File: config.mk
export PLATFORM = sky130hd
export DESIGN_NAME = cpu_sequencer
export DESIGN_NICKNAME = d
export VERILOG_FILES = /design/src/rtl/cpu_sequencer.sv
export SDC_FILE = /design/constraint.sdc
export NUM_CORES = 1
export LEC_CHECK = 0
export BUFFER_PORTS_ARGS = -buffer_cell sky130_fd_sc_hd__buf_2
export CORE_ASPECT_RATIO = 0.9
export CORE_UTILIZATION = 59
export CTS_CLUSTER_DIAMETER = 200
export DETAILED_ROUTE_END_ITERATION = 7
export GPL_ROUTABILITY_DRIVEN = 0
export PLACE_DENSITY = 0.93
export SYNTH_ARGS = -nofsm -noshare
export SYNTH_HDL_FRONTEND = slang
export SYNTH_SLANG_ARGS = --single-unit
File: constraint.sdc
create_clock -name clk -period 3.3 [get_ports clk]
set_input_delay 0.165 -clock clk [delete_from_list [all_inputs] [get_ports clk]]
set_output_delay 0.165 -clock clk [all_outputs]
set_load 0.01 [all_outputs]
File: src/rtl/cpu_sequencer.sv
// Multi-cycle control FSM for the 4-bit-address RISC core: fetch, decode, execute, memory, write-back.
// Latency: 3 cycles (NOP/JMP/JZ/JNZ/ST/HLT), 4 (LDI/ALU), 5 (LD) with zero fetch wait states.
// Backpressure: FETCH waits for imem_ready; FETCH_TIMEOUT empty cycles raise a sticky fault and halt.
module cpu_sequencer #(
   parameter int ADDR_W        = 4,
   parameter int FETCH_TIMEOUT = 15
) (
   input  logic              clk,
   input  logic              rst,
   input  logic              run,
   input  logic [7:0]        instr,
   input  logic              imem_ready,
   input  logic              zero_flag,
   output logic              imem_req,
   output logic              pc_advance,
   output logic              pc_jump,
   output logic [ADDR_W-1:0] pc_target,
   output logic [2:0]        alu_op,
   output logic              alu_src_imm,
   output logic              reg_we,
   output logic              dmem_re,
   output logic              dmem_we,
   output logic              halted,
   output logic              fault,
   output logic [7:0]        retired,
   output logic [2:0]        state
);

   typedef enum logic [2:0] {
      S_IDLE   = 3'd0,
      S_FETCH  = 3'd1,
      S_DECODE = 3'd2,
      S_EXEC   = 3'd3,
      S_MEM    = 3'd4,
      S_WB     = 3'd5,
      S_HALT   = 3'd6
   } state_t;

   localparam logic [3:0] OP_NOP = 4'h0;
   localparam logic [3:0] OP_LDI = 4'h1;
   localparam logic [3:0] OP_ADD = 4'h2;
   localparam logic [3:0] OP_SUB = 4'h3;
   localparam logic [3:0] OP_AND = 4'h4;
   localparam logic [3:0] OP_OR  = 4'h5;
   localparam logic [3:0] OP_JMP = 4'h6;
   localparam logic [3:0] OP_JZ  = 4'h7;
   localparam logic [3:0] OP_JNZ = 4'h8;
   localparam logic [3:0] OP_LD  = 4'h9;
   localparam logic [3:0] OP_ST  = 4'hA;
   localparam logic [3:0] OP_HLT = 4'hF;

   localparam logic [7:0] TMO_LIM = 8'(FETCH_TIMEOUT);

   state_t     st;
   logic [7:0] ir;
   logic [7:0] tmo;

   assign state     = st;
   assign pc_target = ir[ADDR_W-1:0];

   // Single FSM: every output is registered and set on the edge that enters the state it belongs to,
   // so EXEC strobes are decided on the DECODE->EXEC edge (zero_flag is sampled on that edge).
   always_ff @(posedge clk) begin
      if (rst) begin
         st          <= S_IDLE;
         ir          <= 8'h00;
         tmo         <= 8'h00;
         retired     <= 8'h00;
         fault       <= 1'b0;
         halted      <= 1'b0;
         imem_req    <= 1'b0;
         pc_advance  <= 1'b0;
         pc_jump     <= 1'b0;
         reg_we      <= 1'b0;
         dmem_re     <= 1'b0;
         dmem_we     <= 1'b0;
         alu_src_imm <= 1'b0;
         alu_op      <= 3'd0;
      end else begin
         imem_req    <= 1'b0;
         pc_advance  <= 1'b0;
         pc_jump     <= 1'b0;
         reg_we      <= 1'b0;
         dmem_re     <= 1'b0;
         dmem_we     <= 1'b0;
         alu_src_imm <= 1'b0;
         alu_op      <= 3'd0;
         case (st)
            S_IDLE: begin
               if (run) begin
                  st       <= S_FETCH;
                  imem_req <= 1'b1;
               end
            end
            S_FETCH: begin
               if (imem_ready) begin
                  ir  <= instr;
                  tmo <= 8'h00;
                  st  <= S_DECODE;
               end else if (tmo + 8'd1 == TMO_LIM) begin
                  // timeout halt is not a retirement
                  tmo    <= tmo + 8'd1;
                  fault  <= 1'b1;
                  halted <= 1'b1;
                  st     <= S_HALT;
               end else begin
                  tmo      <= tmo + 8'd1;
                  imem_req <= 1'b1;
               end
            end
            S_DECODE: begin
               st <= S_EXEC;
               case (ir[7:4])
                  OP_NOP: pc_advance <= 1'b1;
                  OP_LDI: alu_src_imm <= 1'b1;
                  OP_ADD: alu_op <= 3'd1;
                  OP_SUB: alu_op <= 3'd2;
                  OP_AND: alu_op <= 3'd3;
                  OP_OR:  alu_op <= 3'd4;
                  OP_JMP: pc_jump <= 1'b1;
                  OP_JZ: begin
                     pc_jump    <= zero_flag;
                     pc_advance <= ~zero_flag;
                  end
                  OP_JNZ: begin
                     pc_jump    <= ~zero_flag;
                     pc_advance <= zero_flag;
                  end
                  OP_LD: dmem_re <= 1'b1;
                  OP_ST: begin
                     dmem_we    <= 1'b1;
                     pc_advance <= 1'b1;
                  end
                  OP_HLT: ;
                  default: begin
                     // B..E: flag it, then carry on as a NOP
                     fault      <= 1'b1;
                     pc_advance <= 1'b1;
                  end
               endcase
            end
            S_EXEC: begin
               case (ir[7:4])
                  OP_LDI, OP_ADD, OP_SUB, OP_AND, OP_OR: begin
                     st         <= S_WB;
                     reg_we     <= 1'b1;
                     pc_advance <= 1'b1;
                  end
                  OP_LD: st <= S_MEM;
                  OP_HLT: begin
                     st      <= S_HALT;
                     halted  <= 1'b1;
                     retired <= retired + 8'd1;
                  end
                  default: begin
                     st       <= S_FETCH;
                     imem_req <= 1'b1;
                     retired  <= retired + 8'd1;
                  end
               endcase
            end
            S_MEM: begin
               st         <= S_WB;
               reg_we     <= 1'b1;
               pc_advance <= 1'b1;
            end
            S_WB: begin
               st       <= S_FETCH;
               imem_req <= 1'b1;
               retired  <= retired + 8'd1;
            end
            S_HALT: halted <= 1'b1;
            default: begin
               // encoding 7 cannot be reached legally; park safely
               st     <= S_HALT;
               fault  <= 1'b1;
               halted <= 1'b1;
            end
         endcase
      end
   end

endmodule

[Word-level counts from Yosys, hierarchy flattened]
Cells that the tools add are included.
Word-level totals
  flip-flop bits (word level): 39
  input bits: 13
  output and inout port bits: 27
  word-level logic and storage cells: 90
Cells by class
  $add $sub $neg: 2
  equal/unequal tests: 25
  mux-type cells: 28
  bitwise operators: 5
  reduce and logical (&&, ||, !) cells: 16
Operators by type and width (number)
  $pmux 3 s7: 1
  $add 8x1->8 const B: 2
  $eq 4x3->1 const B: 4
  $eq 4x4->1 const B: 4
  $mux 8: 2
  $pmux 8 s2: 1
  $pmux 1 s3: 5
  $mux 1: 12
  $ne 2x2->1 const B: 6
  $pmux 3 s4: 1
  $reduce_or 12->1: 1
  $reduce_or 5->1: 2
  $eq 3x3->1 const B: 3
  $mux 3: 3
  $pmux 3 s3: 1
  $eq 4x2->1 const B: 2
  $eq 8x4->1 const B: 1
  $reduce_and 4->1: 2
  $reduce_or 8->1: 1
  $reduce_or 7->1: 1
  $eq 3x2->1 const B: 2
  $reduce_or 6->1: 1
  $not 1->1: 5
  $eq 4x1->1 const B: 1
  11 further kinds: 12

[Depth between registers and ports, before layout]
  depth after elaboration: 5
  depth in mapped cells: 8
  depth with buffers taken out: 7

[Worst setup path after synthesis]
Ideal clock, no wire load.
  path type: register to register
  from: register tmo[0]
  to: register fault
  setup time: 0.095 ns
  data arrival time: 1.857 ns
  required time: 3.205 ns
  path slack: 1.348 ns
  stages on the path, launching flop included: 8
  path buffers: 0
  period minus slack after synthesis: 1.952 ns
  path through: dfxtp_1 ha_1 and3_2 a311oi_1 a211o_2 nand4_4 or4_1 o311ai_1
Between the ends
  longest elaborated chain between the ends: 4
RTL lines
  start: declaration: line 56  | logic [7:0] tmo;
  start signal: assignment: line 102  | tmo <= tmo + 8'd1;
  start signal: assignment: line 107  | tmo <= tmo + 8'd1;
  $add 8x1->8: line 100  | end else if (tmo + 8'd1 == TMO_LIM) begin
  $eq 8x4->1: line 100
  $ne 2x2->1 (no source line)
  $reduce_and 4->1 (no source line)
  end signal: assignment: line 103  | fault <= 1'b1;
  end signal: assignment: line 137  | fault <= 1'b1;
  end signal: assignment: line 176  | fault <= 1'b1;
  end: declaration: line 24  | output logic fault,
No other way between the ends.
A chain may end at the register's enable or synchronous reset.

[Final worst setup path]
  from: register st[1], in the netlist state[1]
  to: register fault
Between the ends
  longest elaborated chain between the ends: 4
  elaborated cells between the ends (all ways): 14
  those cells by class: 9 x eq/ne; 1 x mux; 1 x bitwise; 3 x reduce/logical
RTL lines
  start: declaration: line 54  | state_t st;
  start signal: assignment: line 65  | st <= S_IDLE;
  start signal: assignment: line 91  | st <= S_FETCH;
  start signal: assignment: line 99  | st <= S_DECODE;
  $eq 3x2->1, or another cell as far along: line 88  | case (st)
  $reduce_or 5->1 (no source line)
  $not 1->1 (no source line)
  $reduce_and 4->1 (no source line)
  end signal: assignment: line 69  | fault <= 1'b0;
  end signal: assignment: line 103
  end signal: assignment: line 137
Parallel ways exist; a longest one is shown, timed or not.

==> key figures <==
Outcome
  • Status: finished, final reports clean

Logic synthesis
  • Post-synthesis cell type count: 53
  • Mapped Cells: 267
  • Seq/Total Area, Yosys: 0.377
  • Register bit total from synthesis: 39
  • Post-synth EDFFs: 0
  • Net Count, Synth: approximately 280
  • Synthesis Warnings: 0
  • Top_reg_cell synth: dfxtp_1
  • Async set-or-reset flop fraction in the synthesized netlist: 0
  • Largest cells by area after synthesis: dfxtp_1 (38%), nand2_1 (6.9%), a21oi_1 (6.5%)
  • Syn Area/Cell: 7.76 um2
  • Mapped cell area: ~0.0021 mm2
  • Post-synth top area cell: dfxtp_1
  • Synth top area share: 0.377

Clock tree
  • Worst skew pair latency: 0.29 ns
  • Num Clock Sinks: 39
  • CTS buffer count: 5
  • H-tree depth: 2
  • CTS tree: yes
  • CTS root buf: clkbuf_8
  • Number of setup buffers added after CTS: 0
  • # hold bufs at CTS: 0
  • CTS max path bufs: 2
  • Clk slew on worst S/H paths: 0.07 ns
  • Post-cts resize count: 0

STA
  • Final TNS setup: 0 ns
  • Least-Margin Pin Slew: 0.764 ns
  • Post-layout minimum cycle time: 2.39 ns
  • Final setup fails: 0
  • Final Hold Vio Count: 0
  • Max-slew headroom: 0.490
  • Hold Slack: 0.105 ns
  • Max Transition Viols Final: 0
  • Final WS setup: 0.905 ns
  • Period utilization: 0.726
  • Skew final: 0.00781 ns
  • Max Clock Freq: 418 MHz
  • RSZ-0062 raised after global routing: false

Pwr
  • Static Leak: 0.930 nW
  • Pwr/cell area: 446 mW/mm2
  • VDD IR max: 0.273 mV

Drt
  • DR WL/cell: 12.5 um
  • Residual DRC count: 0
  • Starting DRT DRC Count: 106
  • WL final: 4.23 mm
  • Via Count: 1922
  • Final ANT Viol Nets: 0
  • Initial DRT Pass Iterations: 4
  • Via density per instance: between 5 and 6

Layout
  • Nets: 310
  • Syn-to-layout area delta: 11.8%
  • Most frequent cells in the layout: dfxtp_1 (39), buf_2 (39), nand2_1 (38), nor2_1 (35), a21oi_1 (27)
  • Final non-filler cell total: 337
  • Fin util: 0.686
  • N_diodes: 0
  • Fill cells: 295
  • Layout cell share with drive strength beyond 1: 0.195

Setup path
  • Delay-heaviest family, CP: flip-flops
  • Critical Path Max Stage Delay: between 0.6 and 0.7 ns
  • Arr. time, crit path: between 2 and 3 ns
  • R2R setup slack: 0.91 ns
  • Req. time, crit path: 3.50 ns
  • CP bufs+invs: 1
  • Worst path slowest cell: dfxtp_1
  • Critical Setup Path Class: flip-flop to flip-flop
  • CP Launch Type: flip-flop
  • Crit-path max FO: 15
  • Crit end category: flip-flop
  • Worst path cell trace: clkinv_1 -> fa_1 -> nand3b_1 -> or4_1 -> o311ai_1

Global routing
  • Initial antenna violation count: 0
  • Gr usage total: 0.252
  • Total grt overflow: 0
  • Met2 usage: 0.418
  • GRT met1 Usage: 0.305
  • Met3 Usage GRT: 0.0571
  • Vias in the first global route: 1673
  • Gr busiest metal: met2
  • Largest net degree at the start of global routing: 39
  • First-pass GRT wire length: approximately 7.3 mm

Floorplanning
  • Num ports: 40
  • Die height: 58.2 um
  • Starting density of the core: 0.614
  • Site Rows: 20
  • Die X: 64.5 um
  • Core area: 0.00338 mm2
  • Die ar.: 0.00376 mm2

Placement
  • Hpwl dp: about 2.9 mm
  • Pre-CTS WS: 1.00 ns
  • Dpl cells: 330
  • PortBufs: 39

Job
  • Max-Cap Viols: 0

Worst hold path
  • Hold crit path type: input pin to flip-flop
[cell usage after synthesis (2+ instances only)]
| cell type | count |
|---|---|
| dfxtp_1 | 39 |
| nand2_1 | 38 |
| nor2_1 | 35 |
| a21oi_1 | 27 |
| clkbuf_1 | 12 |
| o21ai_0 | 12 |
| nor3_1 | 10 |
| nand3_1 | 8 |
| nand2b_1 | 7 |
| xor2_1 | 7 |
| and3_1 | 4 |
| buf_4 | 4 |
| a22oi_1 | 3 |
| a31oi_1 | 3 |
| buf_2 | 3 |
| ha_1 | 3 |
| inv_1 | 3 |
| nand4_1 | 3 |
| nor2b_1 | 3 |
| nor3b_1 | 3 |
| a211o_1 | 2 |
| a21o_1 | 2 |
| and2_1 | 2 |
| nand3b_1 | 2 |
| nor4_1 | 2 |
| o31ai_1 | 2 |
| xnor2_1 | 2 |
[layer usage]
metal  vias to the layer above  share of wire
met2                        53           0.46
met5                         -              0
met3                        11          0.048
met4                         0          0.024
li1                        979              -
met1                       879           0.47
[path summary, 6_finish.rpt]
path,startpoint,cells after the start,end
max,state[1]$_SDFFE_PP0P_,5,fault$_SDFFE_PP0P_
min,instr[2],3,ir[2]$_SDFFE_PP0P_
max reg2reg,state[1]$_SDFFE_PP0P_,5,fault$_SDFFE_PP0P_
min reg2reg,ir[3]$_SDFFE_PP0P_,2,ir[3]$_SDFFE_PP0P_
[worst reg2reg max path, cell delays in order (launching register included)]
cell	delay [ns]
dfxtp_1	0.65
clkinv_1	0.40
fa_1	0.59
nand3b_1	0.11
or4_1	0.43
o311ai_1	0.11
[per-stage QoR]
step | area [um2] | power [mW]
after floorplan | 2070 | 0.674
after global placement | 2230 | 0.714
after detailed placement | 2230 | 0.720
after CTS | 2320 | 1.04
after global routing | 2320 | 1.09
final | 2320 | 1.03
[cell families after synthesis]
family / share of synthesized area
buffers and inverters: 0.0525
and+or+nand+nor: 0.308
AOI/OAI and AO/OA: 0.192
xor gates and xnor gates: 0.0380
muxes: 0.00543
adders and majority gates: 0.0278
DFF: 0.377
[state kept, by name, summed over array words and instances, names as in the netlist]
register	flops
halted	1
pc_advance	1
dmem_we	1
alu_src_imm	1
pc_jump	1
fault	1
ir	8
reg_we	1
dmem_re	1
alu_op	3
tmo	8
retired	8
state	3
imem_req	1
[area by class of cell]
type / count / area (um2) / area share
multi-input cells: 204 / 1180 / 0.511
flip-flops and latches: 39 / 781 / 0.337
repair buffers: 39 / 195 / 0.0842
clock buffers: 6 / 82.6 / 0.0356
well taps: 44 / 55.1 / 0.0238
inverters: 4 / 15.0 / 0.00648
clock inverters: 1 / 5.00 / 0.00216
[power by group]
group / switching, mW / total (mW) / internal (mW) / leakage [nW]
sequential: 0.0406 / 0.532 / 0.492 / 0.316
clock: 0.158 / 0.322 / 0.164 / 0.0470
combinational: 0.107 / 0.180 / 0.0727 / 0.568
No activity file was read; power rests on OpenSTA's default activity.
